File: src/rtl/fe_inv.sv
// Field inverter for GF(2^255-19): out = a^(P-2) by left-to-right square-and-multiply.
// Drives an external field multiplier through a start/done handshake; holds no multiplier itself.
module fe_inv #(
   parameter int NBITS = 255,
   parameter int LOGB  = 8,
   parameter logic [NBITS-1:0] E = {{(NBITS-5){1'b1}}, 5'b01011}
) (
   input  logic             clock,
   input  logic             reset,
   input  logic             start,
   input  logic [NBITS-1:0] a_in,
   output logic             busy,
   output logic             done,
   output logic [NBITS-1:0] out,
   output logic             mul_start,
   output logic [NBITS-1:0] mul_a,
   output logic [NBITS-1:0] mul_b,
   input  logic             mul_done,
   input  logic [NBITS-1:0] mul_out
);

   typedef enum logic [2:0] {
      IDLE,
      SQ_ISSUE,
      SQ_WAIT,
      MUL_ISSUE,
      MUL_WAIT,
      FINISH
   } state_t;

   state_t           state, state_nx;
   logic [NBITS-1:0] acc, acc_nx;
   logic [NBITS-1:0] base, base_nx;
   logic [LOGB-1:0]  idx, idx_nx;
   logic             busy_nx, done_nx, mul_start_nx;
   logic [NBITS-1:0] out_nx, mul_a_nx, mul_b_nx;

   always_ff @(posedge clock or posedge reset) begin
      if (reset) begin
         state     <= IDLE;
         acc       <= '0;
         base      <= '0;
         idx       <= '0;
         busy      <= 1'b0;
         done      <= 1'b0;
         out       <= '0;
         mul_start <= 1'b0;
         mul_a     <= '0;
         mul_b     <= '0;
      end else begin
         state     <= state_nx;
         acc       <= acc_nx;
         base      <= base_nx;
         idx       <= idx_nx;
         busy      <= busy_nx;
         done      <= done_nx;
         out       <= out_nx;
         mul_start <= mul_start_nx;
         mul_a     <= mul_a_nx;
         mul_b     <= mul_b_nx;
      end
   end

   // The top exponent bit is always 1, so the accumulator starts at a and the scan begins one bit lower.
   // A start coinciding with the done pulse is refused so the finished result gets one quiet cycle.
   always_comb begin
      state_nx     = state;
      acc_nx       = acc;
      base_nx      = base;
      idx_nx       = idx;
      busy_nx      = busy;
      done_nx      = 1'b0;
      out_nx       = out;
      mul_start_nx = 1'b0;
      mul_a_nx     = mul_a;
      mul_b_nx     = mul_b;

      case (state)
         IDLE: begin
            if (start && !done) begin
               base_nx  = a_in;
               acc_nx   = a_in;
               idx_nx   = LOGB'(NBITS - 2);
               busy_nx  = 1'b1;
               state_nx = SQ_ISSUE;
            end
         end
         SQ_ISSUE: state_nx = SQ_WAIT;
         SQ_WAIT: begin
            if (mul_done) begin
               acc_nx = mul_out;
               if (E[idx]) begin
                  state_nx = MUL_ISSUE;
               end else if (idx == '0) begin
                  state_nx = FINISH;
               end else begin
                  idx_nx   = idx - LOGB'(1);
                  state_nx = SQ_ISSUE;
               end
            end
         end
         MUL_ISSUE: state_nx = MUL_WAIT;
         MUL_WAIT: begin
            if (mul_done) begin
               acc_nx = mul_out;
               if (idx == '0) begin
                  state_nx = FINISH;
               end else begin
                  idx_nx   = idx - LOGB'(1);
                  state_nx = SQ_ISSUE;
               end
            end
         end
         FINISH: begin
            out_nx   = acc;
            done_nx  = 1'b1;
            busy_nx  = 1'b0;
            state_nx = IDLE;
         end
         default: state_nx = IDLE;
      endcase

      // Multiplier request is registered off the next state so it is high exactly during the ISSUE cycle.
      if (state_nx == SQ_ISSUE) begin
         mul_start_nx = 1'b1;
         mul_a_nx     = acc_nx;
         mul_b_nx     = acc_nx;
      end else if (state_nx == MUL_ISSUE) begin
         mul_start_nx = 1'b1;
         mul_a_nx     = acc_nx;
         mul_b_nx     = base_nx;
      end
   end

endmodule
File: config.mk
export PLATFORM = sky130hd
export DESIGN_NAME = fe_inv
export DESIGN_NICKNAME = d
export VERILOG_FILES = /design/src/rtl/fe_inv.sv
export SDC_FILE = /design/constraint.sdc
export NUM_CORES = 2
export LEC_CHECK = 0
export CORE_AREA = 2 2 502 504
export DETAILED_ROUTE_END_ITERATION = 8
export DIE_AREA = 0 0 504 506
export PLACE_DENSITY = 0.39
export REMOVE_ABC_BUFFERS = 1
export SKIP_CTS_REPAIR_TIMING = 1
export SYNTH_ARGS = -nofsm -noshare
export SYNTH_HDL_FRONTEND = slang
export SYNTH_SLANG_ARGS = --single-unit
File: constraint.sdc
create_clock -name clock -period 63.4 [get_ports clock]
set_input_delay 12.68 -clock clock [delete_from_list [all_inputs] [get_ports clock]]
set_output_delay 12.68 -clock clock [all_outputs]
set_load 0.02 [all_outputs]
==> results.yml <==
worst_hold_path:
  min_to: "out[96]"
  hold_path_class: "reg2reg"
  hp-start: "acc[96]"
  worstHoldPathCells: 2
critical_path:
  r2r_start: "idx[4]"
  cp-end-kind: "flop"
  start_kind: "input port"
  cp.required_ps: 64100
  r2r_slack_ps: 56610
  reg2regPathDepth: 11
  r2r_end: "mul_b[9]"
  crit_type: "in2reg"
  arrival_ps: 19330
  critPathMaxFanout: 181
die:
  start_util: 0.201
  io_pins: 1282
  die_w_um: 504
  die_area_um2: 255000
  die_h_um: 506
  core_area_um2: 250000
  rows: 184
final_layout:
  syn2layout_area_growth_pct: 42.4
  final_cell_mix: "dfrtp_1, clkdlybuf4s50_1, nand2_1, inv_1, nand3_1"
  nets: 6189
  nFillCells: 26200
  drive_gt1_frac: 0.0977
  final_common_cell: "dfrtp_1"
synthesis:
  synth_edf_count: 0
  ys_warn_count: 0
  postSynthAreaPerCell_um2: 11.1
  ys.flop_type: "dfrtp_1"
  ys_seq_area_frac: 0.643
  async_flop_share: 1.00
  synthesis.area_um2: 50100
  synth.distinct_cells: 45
  syn_inst: 4509
  ys_ff_latch: 1289
power_and_ir_drop:
  ir_worst_vdd_uv: 52.6
  p_per_area_nw_per_um2: 61.6
  p_leak_nw: 31.3
timing:
  period_needed_ps: 18630
  worst_slew_pin_slew_ps: 1300
  fin_skew_ps: 30.3
  finalSetupViolations: 0
  relSlewSlack: 0.135
  period_share: 0.294
  slew_violations: 0
  finalSetupTns_ps: 0
  rsz0062_at_grt: "no"
  hold_viol_final: 0
  max_freq_ghz: 0.0537
  setup_ws_ps: 44770
  whs_ps: 458
grt:
  grt_pass1_wl_mm: 338
  grt.overflow.total: 0
  grt_max_degree: 182
  track_usage: 0.181
  antenna_found_initial: 56
  grt_pass1_vias: 41700
run:
  maxCapViolCount: 0
route:
  top_layer: "met5"
  dr.first_iter.drc_count: 3931
  met1_length_mm: 97.9
  vias_per_cell: 4.43
  wl_per_cell_um: 25.9
  first_pass_iters: 9
  wl_met2_mm: 112
  route.detailed.drc: 9
  dr_wl_met3_mm: 22.0
  vias: 40600
  ant_nets: 0
  wl_mm: 238
clock_tree:
  cts_tree: "built"
  cts_root_buf: "clkbuf_16"
  insertion_delay_ps: 820
  path_clk_slew_ps: 60
  h-tree-depth: 4
  clk_path_buf_depth: 3
  numCtsBuffers: 159
  cts_sinks: 1289
outcome:
  status: "finished, violations left"
  violations: "DRC"
placed_design:
  dp_hpwl_mm: 162
  port_buffers: 1281
  place_congestion: 0.827
  pre_cts_ws_ps: 44010
[stage by stage]
stage	utilization	instance area [um^2]	total power [W]	instances
floorplan	-	48500	0.00262	4167
global placement	0.265	66100	0.00350	8859
detailed placement	0.265	66100	0.00352	8859
CTS	0.285	71300	0.00447	9141
global route	0.285	71400	0.00466	9153
finish	0.286	71400	0.00440	9169
[area by class of cell]
cell class / count / area, um^2 / share of cell area
Clock inverter: 29 / 375 / 0.00526
Inverter: 265 / 1020 / 0.0144
Clock buffer: 253 / 4830 / 0.0676
Multi-Input combinational cell: 2613 / 15300 / 0.214
Sequential cell: 1289 / 32300 / 0.452
Antenna cell: 28 / 70.1 / 0.000981
Timing Repair Buffer: 1344 / 13400 / 0.188
Tap cell: 3348 / 4190 / 0.0587
[Yosys cell counts (all sizes together) (3+ instances only)]
| library cell | n | area, um^2 |
|---|---|---|
| o31ai | 6 | 58.8 |
| o21ai | 258 | 1290 |
| inv | 264 | 991 |
| buf | 154 | 980 |
| nand2b | 4 | 25.0 |
| a222oi | 255 | 2550 |
| o211ai | 255 | 1910 |
| mux2 | 255 | 2970 |
| clkbuf | 188 | 706 |
| or4 | 4 | 30.0 |
| ha | 3 | 37.5 |
| nand3 | 260 | 1300 |
| dfrtp | 1289 | 32300 |
| nand2 | 1278 | 4800 |
| nor2 | 9 | 33.8 |
[flip-flops by register name (all words and copies together) (netlist names)]
register and flops:
mul_start 1, idx 8, acc 255, mul_b 255
state 3, out 255, busy 1, base 255
done 1, mul_a 255
[kinds of logic (layout without fill, tap and decap cells)]
| kind of cell | Yosys count | in the layout | share of synthesized area |
|---|---|---|---|
| XOR/XNOR | 1 | 1 | 0.000175 |
| AND/OR/NAND/NOR | 1570 | 1570 | 0.126 |
| buffers and inverters | 607 | 1891 | 0.0534 |
| multiplexers | 257 | 257 | 0.0595 |
| flip-flops | 1289 | 1289 | 0.643 |
| other | 0 | 28 | 0 |
| AO/OA/AOI/OAI | 782 | 782 | 0.117 |
| adder cells (fa/ha/maj) | 3 | 3 | 0.000749 |
[how the worst max path moves through the flow]
stage / start / to / slack (ps) / cells past startpoint
after floorplan: reset / acc[0] / 14390 / 1
after global placement: mul_done / mul_b[138] / 44080 / 13
after detailed placement: mul_done / mul_a[228] / 44010 / 12
after CTS: mul_done / mul_b[227] / 44910 / 13
after global routing: mul_done / mul_b[253] / 44360 / 13
final: mul_done / mul_b[9] / 44770 / 13
[worst max-delay path: stages]
cell             delay (ps)
clkdlybuf4s50_1         500
nand3b_1                150
a31o_4                  590
inv_2                   120
o21ai_4                 130
buf_4                   850
buf_12                  650
buf_4                   810
buf_4                   670
buf_4                   600
buf_4                   830
nand2_1                 150
o211ai_1                130
[power by group]
part           internal, W  switching [W]
sequential         0.00121       0.000221
combinational     0.000762        0.00128
clock             0.000538       0.000383
[routing by layer]
layer  up-vias  global-route usage
met5         -                   0
met4        54              0.0495
met3       310              0.0692
met2      1524               0.294
met1     20800               0.225
li1      18000                   -
Power figures use the tool's default switching activity.
